==> src/rtl/data_demux_rx.sv <==
// -----------------------------------------------------------------------------
// data_demux_rx
// Receive end of the data_mux link. Takes the 32-bit link word stream, undoes
// the transmitter's bit reversal, locks onto the idle pattern, strips idle
// words and forwards payload words to an AXIS sink through a small FIFO.
// The BX0 idle variant is turned into a one-cycle orbit-sync pulse, and the
// spacing between BX0 idles is checked against orbit_length.
//
// Ports
//   clk, resetn        clock (rising edge) and synchronous active-low reset
//   axis_in_*          link word stream in; tready = FIFO not full
//   axis_out_*         payload words out; tvalid = FIFO not empty
//   idle_word          normal idle pattern (after bit reversal)
//   idle_word_BX0      BX0 idle pattern (after bit reversal)
//   orbit_length       expected accepted-word spacing of BX0 idles, 0 = off
//   fc_linkReset       drop lock and flush the FIFO
//   clear_errors       clear bx0_err_count
//   locked             link is locked onto the idle pattern
//   fc_orbitSync_out   one-cycle pulse per accepted BX0 idle while locked
//   bx0_err_count      saturating count of BX0 spacing mismatches
// -----------------------------------------------------------------------------
module data_demux_rx #(
  parameter int DATA_WIDTH         = 32,
  parameter int INPUT_REVERSE_BITS = 1,
  parameter int LOCK_COUNT         = 4,
  parameter int FIFO_DEPTH         = 16
) (
  input  logic                  clk,
  input  logic                  resetn,
  input  logic [DATA_WIDTH-1:0] axis_in_tdata,
  input  logic                  axis_in_tvalid,
  output logic                  axis_in_tready,
  output logic [DATA_WIDTH-1:0] axis_out_tdata,
  output logic                  axis_out_tvalid,
  input  logic                  axis_out_tready,
  input  logic [DATA_WIDTH-1:0] idle_word,
  input  logic [DATA_WIDTH-1:0] idle_word_BX0,
  input  logic [15:0]           orbit_length,
  input  logic                  fc_linkReset,
  input  logic                  clear_errors,
  output logic                  locked,
  output logic                  fc_orbitSync_out,
  output logic [15:0]           bx0_err_count
);

  localparam int AW = $clog2(FIFO_DEPTH);
  localparam int CW = AW + 1;
  localparam logic [CW-1:0] FULL_COUNT = FIFO_DEPTH[CW-1:0];
  localparam logic [7:0]    LOCK_RUN   = LOCK_COUNT[7:0];

  typedef enum logic [0:0] {
    ST_UNLOCKED = 1'b0,
    ST_LOCKED   = 1'b1
  } state_t;

  // Mirror a word end for end (undoes the transmitter's output reversal).
  function automatic logic [DATA_WIDTH-1:0] bit_reverse(input logic [DATA_WIDTH-1:0] d);
    logic [DATA_WIDTH-1:0] r;
    r = {DATA_WIDTH{1'b0}};
    for (int i = 0; i < DATA_WIDTH; i++) begin
      r[i] = d[DATA_WIDTH-1-i];
    end
    return r;
  endfunction

  // State and counters
  state_t          state_r, state_s;
  logic [7:0]      run_r, run_s;
  logic [15:0]     orbit_cnt_r, orbit_cnt_s;
  logic            armed_r, armed_s;
  logic            sync_r, sync_s;
  logic [15:0]     err_r, err_s;
  logic            mismatch_s;

  // Input classification
  logic                  xfer_s;
  logic [DATA_WIDTH-1:0] word_s;
  logic                  is_bx0_s;
  logic                  is_idle_s;
  logic                  is_data_s;

  // FIFO
  logic [DATA_WIDTH-1:0] fifo_mem_r [FIFO_DEPTH];
  logic [AW-1:0]         wr_ptr_r, rd_ptr_r;
  logic [CW-1:0]         count_r, count_s;
  logic                  tready_r, tvalid_r;
  logic                  push_s, pop_s;

  // Decode the incoming word: reverse if configured, then classify (BX0 wins).
  always_comb begin
    xfer_s    = axis_in_tvalid & tready_r;
    word_s    = axis_in_tdata;
    is_bx0_s  = 1'b0;
    is_idle_s = 1'b0;
    is_data_s = 1'b0;
    if (INPUT_REVERSE_BITS != 0) begin
      word_s = bit_reverse(axis_in_tdata);
    end else begin
      word_s = axis_in_tdata;
    end
    if (word_s == idle_word_BX0) begin
      is_bx0_s = 1'b1;
    end else if (word_s == idle_word) begin
      is_idle_s = 1'b1;
    end else begin
      is_data_s = 1'b1;
    end
  end

  // Lock FSM next state, orbit check and FIFO push decision.
  always_comb begin
    state_s     = state_r;
    run_s       = run_r;
    orbit_cnt_s = orbit_cnt_r;
    armed_s     = armed_r;
    sync_s      = 1'b0;
    push_s      = 1'b0;
    mismatch_s  = 1'b0;
    if (fc_linkReset) begin
      // Link reset overrides everything; anything transferred now is dropped.
      state_s     = ST_UNLOCKED;
      run_s       = 8'd0;
      orbit_cnt_s = 16'd0;
      armed_s     = 1'b0;
    end else begin
      case (state_r)
        ST_UNLOCKED: begin
          if (xfer_s) begin
            if (is_data_s) begin
              run_s = 8'd0;
            end else if ((run_r + 8'd1) == LOCK_RUN) begin
              // The idle completing the run is itself discarded.
              state_s = ST_LOCKED;
              run_s   = 8'd0;
            end else begin
              run_s = run_r + 8'd1;
            end
          end else begin
            run_s = run_r;
          end
        end
        ST_LOCKED: begin
          if (xfer_s) begin
            push_s = is_data_s;
            sync_s = is_bx0_s;
            if (orbit_length != 16'd0) begin
              if (is_bx0_s) begin
                // First BX0 after lock only arms; the count excludes the BX0 itself.
                if (armed_r && ((orbit_cnt_r + 16'd1) != orbit_length)) begin
                  mismatch_s = 1'b1;
                end else begin
                  mismatch_s = 1'b0;
                end
                armed_s     = 1'b1;
                orbit_cnt_s = 16'd0;
              end else begin
                orbit_cnt_s = orbit_cnt_r + 16'd1;
              end
            end else begin
              orbit_cnt_s = orbit_cnt_r;
            end
          end else begin
            push_s = 1'b0;
          end
        end
        default: begin
          state_s = ST_UNLOCKED;
        end
      endcase
    end
  end

  // Error counter: clear beats a simultaneous mismatch; saturate at all ones.
  always_comb begin
    err_s = err_r;
    if (clear_errors) begin
      err_s = 16'd0;
    end else if (mismatch_s && (err_r != 16'hFFFF)) begin
      err_s = err_r + 16'd1;
    end else begin
      err_s = err_r;
    end
  end

  // FIFO occupancy next value; a flush empties it regardless of push/pop.
  always_comb begin
    pop_s   = tvalid_r & axis_out_tready;
    count_s = count_r;
    if (fc_linkReset) begin
      count_s = {CW{1'b0}};
    end else begin
      case ({push_s, pop_s})
        2'b10:   count_s = count_r + {{(CW-1){1'b0}}, 1'b1};
        2'b01:   count_s = count_r - {{(CW-1){1'b0}}, 1'b1};
        default: count_s = count_r;
      endcase
    end
  end

  // Control registers: FSM, counters, FIFO pointers and handshake flags.
  always_ff @(posedge clk) begin
    if (!resetn) begin
      state_r     <= ST_UNLOCKED;
      run_r       <= 8'd0;
      orbit_cnt_r <= 16'd0;
      armed_r     <= 1'b0;
      sync_r      <= 1'b0;
      err_r       <= 16'd0;
      wr_ptr_r    <= {AW{1'b0}};
      rd_ptr_r    <= {AW{1'b0}};
      count_r     <= {CW{1'b0}};
      tready_r    <= 1'b0;
      tvalid_r    <= 1'b0;
    end else begin
      state_r     <= state_s;
      run_r       <= run_s;
      orbit_cnt_r <= orbit_cnt_s;
      armed_r     <= armed_s;
      sync_r      <= sync_s;
      err_r       <= err_s;
      count_r     <= count_s;
      // Flags follow the next occupancy so they are exact on the next cycle.
      tready_r    <= (count_s != FULL_COUNT);
      tvalid_r    <= (count_s != {CW{1'b0}});
      if (fc_linkReset) begin
        wr_ptr_r <= {AW{1'b0}};
        rd_ptr_r <= {AW{1'b0}};
      end else begin
        if (push_s) begin
          wr_ptr_r <= wr_ptr_r + {{(AW-1){1'b0}}, 1'b1};
        end
        if (pop_s) begin
          rd_ptr_r <= rd_ptr_r + {{(AW-1){1'b0}}, 1'b1};
        end
      end
    end
  end

  // FIFO storage; contents are don't-care until the occupancy covers them.
  always_ff @(posedge clk) begin
    if (push_s) begin
      fifo_mem_r[wr_ptr_r] <= word_s;
    end
  end

  assign axis_in_tready   = tready_r;
  assign axis_out_tvalid  = tvalid_r;
  // Head word is masked while empty so stale storage never shows on the port.
  assign axis_out_tdata   = tvalid_r ? fifo_mem_r[rd_ptr_r] : {DATA_WIDTH{1'b0}};
  assign locked           = (state_r == ST_LOCKED);
  assign fc_orbitSync_out = sync_r;
  assign bx0_err_count    = err_r;

endmodule
==> config.mk <==
export PLATFORM = sky130hd
export DESIGN_NAME = data_demux_rx
export DESIGN_NICKNAME = d
export VERILOG_FILES = /design/src/rtl/data_demux_rx.sv
export SDC_FILE = /design/constraint.sdc
export NUM_CORES = 1
export LEC_CHECK = 0
export ABC_AREA = 1
export CAP_MARGIN = 20
export CORE_MARGIN = 2
export CORE_UTILIZATION = 46
export CTS_BUF_LIST = sky130_fd_sc_hd__clkbuf_8
export DETAILED_ROUTE_END_ITERATION = 10
export PLACE_DENSITY = 0.71
export SYNTH_ARGS = -nofsm -noshare
export SYNTH_HDL_FRONTEND = slang
export SYNTH_SLANG_ARGS = --single-unit
==> constraint.sdc <==
create_clock -name clk -period 7.6 [get_ports clk]
set_clock_uncertainty 0.2 [all_clocks]
set_input_delay 1.52 -clock clk [delete_from_list [all_inputs] [get_ports clk]]
set_output_delay 1.52 -clock clk [all_outputs]
set_load 0.005 [all_outputs]
=== Word-level counts from Yosys, hierarchy flattened ===
Memories as Yosys holds them, arrays and structs flattened. A register that Yosys moved wholly into a read port is not among the register bits.
Index checks and enable logic that the tools add are counted.

* Logic and storage cells: 68
* Output and inout port bits: 52
* Memory bits (writable): 512
* Memories: 1
* Input bits: 118
* Register bits after elaboration: 58

* Equal/unequal tests: 8
* Bitwise gates (word level): 5
* Multiplexer cells: 26
* $add $sub $neg: 7
* Reduce and logical (&&, ||, !) cells: 10

{| class="wikitable"
|+ Memories
! memory !! depth !! bits a word !! read ports !! clocked after Yosys merged registers in !! write ports !! RTL line !! RTL
|-
| fifo_mem_r || 16 || 32 || 1 || 1 || 1 || 83 || <nowiki>logic [DATA_WIDTH-1:0] fifo_mem_r [FIFO_DEPTH];</nowiki>
|}

{| class="wikitable"
|+ Operators with widths
! cell !! count
|-
| $eq A32 B32 Y1 || 2
|-
| $add A16 B1 Y16 const B || 2
|-
| $mux W32 || 1
|-
| $mux W1 || 18
|-
| $mux W16 || 1
|-
| $mux W8 || 2
|-
| $ne A16 B16 Y1 || 1
|-
| $ne A16 B16 Y1 const B || 1
|-
| $reduce_bool A16 Y1 || 1
|-
| $pmux W5 S2 || 1
|-
| $add A4 B1 Y4 const B || 2
|-
| $add A8 B1 Y8 const B || 1
|-
| $eq A8 B3 Y1 const B || 1
|-
| $mux W4 || 2
|-
| $add A5 B1 Y5 const B || 1
|-
| $mux W5 || 1
|-
| $ne A5 B5 Y1 const B || 1
|-
| $reduce_bool A5 Y1 || 1
|-
| $sub A5 B1 Y5 const B || 1
|-
| $reduce_and A4 Y1 || 1
|-
| $reduce_or A2 Y1 || 2
|-
| $reduce_or A4 Y1 || 1
|-
| $not A1 Y1 || 3
|-
| $reduce_and A3 Y1 || 1
|-
| 5 further kinds || 7
|}

=== Logic depth before layout (Yosys ltp) ===
Gate-level depths: netlist of run 1.

* Depth after elaboration: 10
* Gate-level depth with buffers: 24
* Gate-level depth less buffers: 24

=== Least setup slack after synthesis of run 1 ===
No wires, ideal clock.

* Path kind: input-to-reg
* Start: in axis_in_tdata[4]
* End: mem fifo_mem_r[11][0] (enable)
* Library setup time: 0.421 ns
* Path buffers: 0
* Slack: 2.922 ns
* Arrival time: 4.057 ns
* Stages: 13
* Required time: 6.979 ns
* Cell sequence: inv_1 > or2_2 > nand3_1 > nor2_1 > nand2_1 > nor2_1 > nand2_1 > nand2_1 > inv_1 > nand3_1 > inv_1 > nand3_1 > nor2_1

* Cells in the longest elaborated chain, start to end: 8
* Elaborated cells on any way between the ends: 9
* Those cells by class: 2 x eq/ne; 7 x mux

{| class="wikitable"
|+ Ends and longest elaborated chain
! what !! RTL line !! RTL
|-
| from (decl) || 30 || <nowiki>input logic [DATA_WIDTH-1:0] axis_in_tdata,</nowiki>
|-
| $eq A32 B32 Y1 || 103 || <nowiki>end else if (word_s == idle_word) begin</nowiki>
|-
| $mux W1 || 103 ||
|-
| $mux W1 * || 101 || <nowiki>if (word_s == idle_word_BX0) begin</nowiki>
|-
| $mux W1 * || 143 || <nowiki>if (xfer_s) begin</nowiki>
|-
| $mux W1 * || 126 || <nowiki>case (state_r)</nowiki>
|-
| $mux W1 * || 119 || <nowiki>if (fc_linkReset) begin</nowiki>
|-
| $mux W1 * || 241 || <nowiki>if (push_s) begin</nowiki>
|-
| $mux W1 (implied by the code) * || 242 || <nowiki>fifo_mem_r[wr_ptr_r] <= word_s;</nowiki>
|-
| to (decl) || 83 ||
|}

Every way passes the cells marked *; elsewhere a longest branch is shown, timed or not.

==> flow_summary.ini, run 1 <==
[clocking]
cts-hold-fix-buffers = 0
htree_num_levels = 3
cts_resized = 0
tritoncts_num_sinks = 574
clock_latency_on_the_worst_skew_pair_ps = 680
clock_tree.buffer_depth = 3
post-cts-setup-buffers = 0
tritoncts = done
cts_inserted_buffers = 92
cts.reportedPaths.clkPinSlew_ps = 60
cts.root.buffer_cell = sky130_fd_sc_hd__clkbuf_8

[job]
drv_cap = 0

[timing]
timing.final.setup_violations = 0
worst-slew-pin-transition_ps = 1050
post-route-period-util_pct = 73.8
grt_setup_unrepaired = no
max_freq_mhz = 178
final_hold_violation_count = 0
final_worst_path_period_need_ps = 5610
maxSlewViolCount = 0
setup_tns_ps = 0
relSlewSlack_pct = 29.8

[die]
chipWidth_um = 235
fp.coreArea_mm2 = 0.0528
initial_core_util_pct = 46.7
pin_count = 170
num_rows = 84
die_h_um = 235
die-area_mm2 = 0.0554

[worst_setup_path]
critPathSlowestCell = sky130_fd_sc_hd__dfxtp_4
r2r_depth = 7
r2r_end = fifo_mem_r[12][12]$_DFFE_PP_
cp_max_fo = 199
regToRegSetupSlack_ps = 4370
worst_path_largest_cell_delay_ps = 750
worstPathArrival_ps = 3890
worstPathCellList = buf_12 > o21ai_0 > o22ai_1 > o211ai_1 > a21oi_1 > clkdlybuf4s50_1
crit-reg2reg-launch = axis_in_tready$_SDFF_PN0_
critPathKind = flip-flop to output pin
required_time_of_the_critical_path_ps = 5880
timing.critical_path.from_type = flip-flop
crit_path_end_kind = output pin

[global_routing]
first_global_vias = 17800
groute.usage.overall_pct = 23.8
gr-total-overflow = 0
grt_pass1_wl_um = 102000
grt_antenna_before_repair = 2
largest_net_degree_at_the_start_of_global_routing = 200

[finish]
nets = 2467
syn2layout_area_growth_pct = 17.9
layout_common_cells = 512 x sky130_fd_sc_hd__edfxtp_1, 340 x sky130_fd_sc_hd__nor2_1, 267 x sky130_fd_sc_hd__o21ai_0
stdcell_area_mm2 = 0.0290
insertedDiodeCount = 0
mostFrequentLayoutCell = sky130_fd_sc_hd__edfxtp_1
ratio_of_cells_with_drive_above_1_in_the_final_layout_pct = 9.42

[detailed_routing]
drt_first_iter_violations = 1890
per_cell_routed_wire_length_um = 21.6
dr_total_vias = 18100
postRouteAntennaNets = 0
route.final.wire_length_um = 67000
drt_pre_antenna_iters = 7
drc_errors = 0
vias_per_cell = 5.84

[yosys]
synthesis.instances = 2155
mappedNetlistNets = 2285
synth_seq_area_share_pct = 67.5
ys.flop_type = sky130_fd_sc_hd__edfxtp_1
ys_async_sr_fraction_pct = 0
synth_edf_count = 512
synth.yosys.warnings = 0
flops_latches_synth = 574
syn-mean-instance-area_um2 = 11.4
post_synth_num_cell_types = 41
synthesis.area_mm2 = 0.0246

[pwr]
power.sequential.fraction_pct = 55.3
power.combinational.fraction_pct = 3.3
total_leakage_power_nw = 9.49
max-vdd-ir-drop_uv = 140
power.switching_fraction_pct = 21.5
share_clk_of_total_power_pct = 41.4
power.internal_mw = 4.88
powerDensity_mw_per_mm2 = 214
net-switching-power_mw = 1.33

[placement]
place_hpwl_um = 40100
place.port_buffers = 169
place.gp.congestion = 0.881
placed_cell_area_mm2 = 0.0273

[hold_path]
whs_path_depth = 1
worst_min_delay_path_class = flip-flop to flip-flop
hold_start = rd_ptr_r[3]$_SDFFE_PP0P_
whs_endpoint = rd_ptr_r[3]$_SDFFE_PP0P_

[outcome]
status = complete, no violations
==> cells by family (layout without fill, tap and decap cells) <==
kind of cell             Yosys count  in the layout  synth area share [%]
flip-flops                       574            574                  67.5
XOR/XNOR                          71             71                  2.58
AO/OA/AOI/OAI                    523            523                  12.8
buffers and inverters            214            469                  3.35
adder cells (fa/ha/maj)           12             12                 0.610
AND/OR/NAND/NOR                  761            761                  13.2
==> flip-flops by register name, indices dropped and copies added, names as in the netlist, named ones only <==
| signal | count |
|---|---|
| axis_in_tready | 1 |
| armed_r | 1 |
| locked | 1 |
| orbit_cnt_r | 16 |
| axis_out_tvalid | 1 |
| wr_ptr_r | 4 |
| fc_orbitSync_out | 1 |
| fifo_mem_r | 512 |
| run_r | 8 |
| rd_ptr_r | 4 |
| bx0_err_count | 16 |
| count_r | 5 |
==> power groups by stage <==
stage	combinational (mW)	sequential (mW)	clock, mW
6_report	0.207	3.43	2.57
5_1_grt	0.221	3.43	2.73
4_1_cts	0.204	3.43	2.61
3_5_place_dp	0.203	3.50	0
3_3_place_gp	0.201	3.50	0
2_1_floorplan	0.0605	3.50	0
==> layout make-up <==
class / count / area, µm²
flip-flops and latches: 574 / 16600
repair buffers: 206 / 2100
multi-input cells: 1367 / 7310
well taps: 688 / 861
fillers: 4363 / 23700
clock buffers: 94 / 1290
inverters: 96 / 365
clock inverters: 73 / 472
==> cell usage after synthesis, drive strengths merged (6+ instances only) <==
cell / number / share of area [%]
o21ai: 269 / 5.5
nand4: 35 / 0.89
xor2: 15 / 0.53
ha: 12 / 0.61
nor2: 368 / 5.8
xnor2: 55 / 2.0
o211ai: 42 / 1.3
inv: 92 / 1.4
a21oi: 79 / 1.7
nor4: 6 / 0.15
or2: 12 / 0.30
edfxtp: 512 / 62
o22ai: 40 / 1.0
nand2: 232 / 3.7
dfxtp: 62 / 5.0
clkbuf: 110 / 1.7
buf: 8 / 0.21
nand3: 99 / 2.1
o221ai: 88 / 3.1
==> worst max-delay path, delay by kind of cell, from the launching register on <==
| family | cells | cell delay (ps) |
|---|---|---|
| buffers and inverters | 2 | 1120 |
| AOI/OAI and AO/OA | 4 | 1000 |
| DFF | 1 | 750 |
==> how the worst max path moves through the flow <==
stage                                              end  slack [ps]               from
after floorplan            fifo_mem_r[11][0]$_DFFE_PP_        2920   axis_in_tdata[4]
after detailed placement  fifo_mem_r[12][13]$_DFFE_PP_        1710  axis_in_tdata[15]
after global routing                 axis_out_tdata[5]        1810          flip-flop
final                               axis_out_tdata[20]        1990          flip-flop
after global placement     fifo_mem_r[4][15]$_DFFE_PP_        1790  axis_in_tdata[17]
after CTS                            axis_out_tdata[0]        1970          flip-flop
==> per-stage QoR <==
stage | cells | setup WS, ps | utilization, % | power (mW) | hold slack, ps
after global routing | 3098 | 1810 | 55.0 | 6.38 | 288
final | 3098 | 1990 | 55.0 | 6.21 | 256
after CTS | 3097 | 1970 | 55.0 | 6.25 | 261
after global placement | 2923 | 1790 | 51.4 | 3.70 | 224
after floorplan | 2155 | 2920 | - | 3.56 | 212
after detailed placement | 2930 | 1710 | 51.7 | 3.70 | 242
==> layer usage <==
| metal | wire length, µm | track usage (%) | vias up | part of all wire, % |
|---|---|---|---|---|
| met2 | 31500 | 38.2 | 976 | 47 |
| li1 | - | - | 8216 | - |
| met1 | 26900 | 32.0 | 8794 | 40 |
| met4 | 1610 | 8.30 | 4 | 2.4 |
| met5 | 26 | 0 | - | 0.039 |
| met3 | 6850 | 5.69 | 114 | 10 |
No activity file was read; power rests on OpenSTA's default activity.
==> inputs of run 2 (changes only) <==
==> constraint.sdc (replaced) <==
create_clock -name clk -period 5.8 [get_ports clk]
set_clock_uncertainty 0.2 [all_clocks]
set_input_delay 1.16 -clock clk [delete_from_list [all_inputs] [get_ports clk]]
set_output_delay 1.16 -clock clk [all_outputs]
set_load 0.005 [all_outputs]
==> flow_summary.ini, run 2 (same netlist as run 1, synthesis figures left out) <==
[outcome]
status = complete, no violations

[worst_setup_path]
timing.critical_path.from_type = flip-flop
worst_path_largest_cell_delay_ps = 740
critPathKind = flip-flop to output pin
worstPathCellList = buf_4 > o21ai_0 > o221ai_1 > o211ai_1 > a21oi_1 > clkdlybuf4s50_1
worstPathArrival_ps = 3750
cp_max_fo = 71
required_time_of_the_critical_path_ps = 4440
critPathSlowestCell = sky130_fd_sc_hd__dfxtp_4
crit_path_end_kind = output pin

[die]
fp.coreArea_mm2 = 0.0528
die-area_mm2 = 0.0554
chipWidth_um = 235
initial_core_util_pct = 46.7
pin_count = 170
num_rows = 84
die_h_um = 235

[global_routing]
grt_pass1_wl_um = 104000
largest_net_degree_at_the_start_of_global_routing = 98
grt_antenna_before_repair = 4
gr-total-overflow = 0
first_global_vias = 18000
groute.usage.overall_pct = 24.5

[clocking]
clock_latency_on_the_worst_skew_pair_ps = 670
cts-hold-fix-buffers = 0
cts.reportedPaths.clkPinSlew_ps = 50
post-cts-setup-buffers = 0
htree_num_levels = 3
cts_inserted_buffers = 91
cts.root.buffer_cell = sky130_fd_sc_hd__clkbuf_8
tritoncts_num_sinks = 574
tritoncts = done
cts_resized = 0
clock_tree.buffer_depth = 3

[placement]
place.port_buffers = 169
place_hpwl_um = 39500
place.gp.congestion = 0.958

[pwr]
power.switching_fraction_pct = 21.6
powerDensity_mw_per_mm2 = 275
power.sequential.fraction_pct = 55.9
net-switching-power_mw = 1.73
total_leakage_power_nw = 9.63
power.internal_mw = 6.30
total_power_mw = 8.04
max-vdd-ir-drop_uv = 172
power.combinational.fraction_pct = 3.5
share_clk_of_total_power_pct = 40.6

[finish]
fin_util_pct = 55.4
max_flop_register = fifo_mem_r
largest_register_ff_count = 512
syn2layout_area_growth_pct = 18.7
ratio_of_cells_with_drive_above_1_in_the_final_layout_pct = 10.5
layout_common_cells = 512 x sky130_fd_sc_hd__edfxtp_1, 340 x sky130_fd_sc_hd__nor2_1, 267 x sky130_fd_sc_hd__o21ai_0
nets = 2495
mostFrequentLayoutCell = sky130_fd_sc_hd__edfxtp_1

[timing]
worst-slew-pin-transition_ps = 860
timing.final.setup_violations = 0
max_freq_mhz = 196
setup_tns_ps = 0
relSlewSlack_pct = 42.5
final_worst_path_period_need_ps = 5110
grt_setup_unrepaired = no
maxSlewViolCount = 0
post-route-period-util_pct = 88.1
final_hold_violation_count = 0

[detailed_routing]
route.final.wire_length_um = 69200
drc_errors = 0
vias_per_cell = 5.85
postRouteAntennaNets = 0
dr_total_vias = 18300
drt_pre_antenna_iters = 5
drt_first_iter_violations = 1878
per_cell_routed_wire_length_um = 22.2

[hold_path]
worst_min_delay_path_class = flip-flop to flip-flop

[job]
drv_cap = 0
-- run 2: cell count changes in the layout (fill, tap and decap cells not counted), sizes merged --
cell      delta
buf         +29
clkinvlp     -4
diode        +2
clkinv       +2
bufinv       -2
-- run 2: routing by layer --
metal | routed length, µm | GRT usage [%]
met1 | 26500 | 31.2
met2 | 32500 | 40.1
met3 | 7610 | 5.86
met4 | 2590 | 10.6
met5 | 16 | 0
-- run 2: power groups by stage --
| stage | sequential, mW | clock [mW] | combinational (mW) |
|---|---|---|---|
| after floorplan | 4.58 | 0 | 0.0793 |
| after CTS | 4.50 | 3.30 | 0.276 |
| after global routing | 4.49 | 3.48 | 0.300 |
| after detailed placement | 4.58 | 0 | 0.274 |
| final | 4.50 | 3.26 | 0.280 |
| after global placement | 4.58 | 0 | 0.270 |
-- run 2: per-stage QoR --
stage          instance area, µm²  setup WS [ps]  hold slack [ps]  std cells
5_1_grt                     29200            520              273       3124
4_1_cts                     29200            768              245       3123
2_1_floorplan               24600           1480              212       2155
6_report                    29200            692              243       3125
3_3_place_gp                27500            530              227       2960
3_5_place_dp                27500            426              229       2960
-- run 2: layout make-up --
class	instances	area, µm²
fillers	4338	23500
flip-flops and latches	574	16600
multi-input cells	1367	7310
repair buffers	235	2370
clock buffers	94	1290
well taps	688	861
clock inverters	69	404
inverters	96	365
diodes	2	5.00
-- run 2: worst paths after layout --
check,startpoint,to,slack [ps],depth (start not counted)
min,rd_ptr_r[3]$_SDFFE_PP0P_,flip-flop,240,1
max,flip-flop,axis_out_tdata[20],690,6
max reg2reg,axis_in_tready$_SDFF_PN0_,axis_in_tready$_SDFF_PN0_,2690,17
min reg2reg,rd_ptr_r[3]$_SDFFE_PP0P_,flip-flop,240,1
-- run 2: critical path: cells and delay by family, from the launching register on --
| family | cells | cell delay, ps |
|---|---|---|
| flip-flops | 1 | 740 |
| buffers and inverters | 2 | 1260 |
| AO/OA/AOI/OAI | 4 | 1000 |
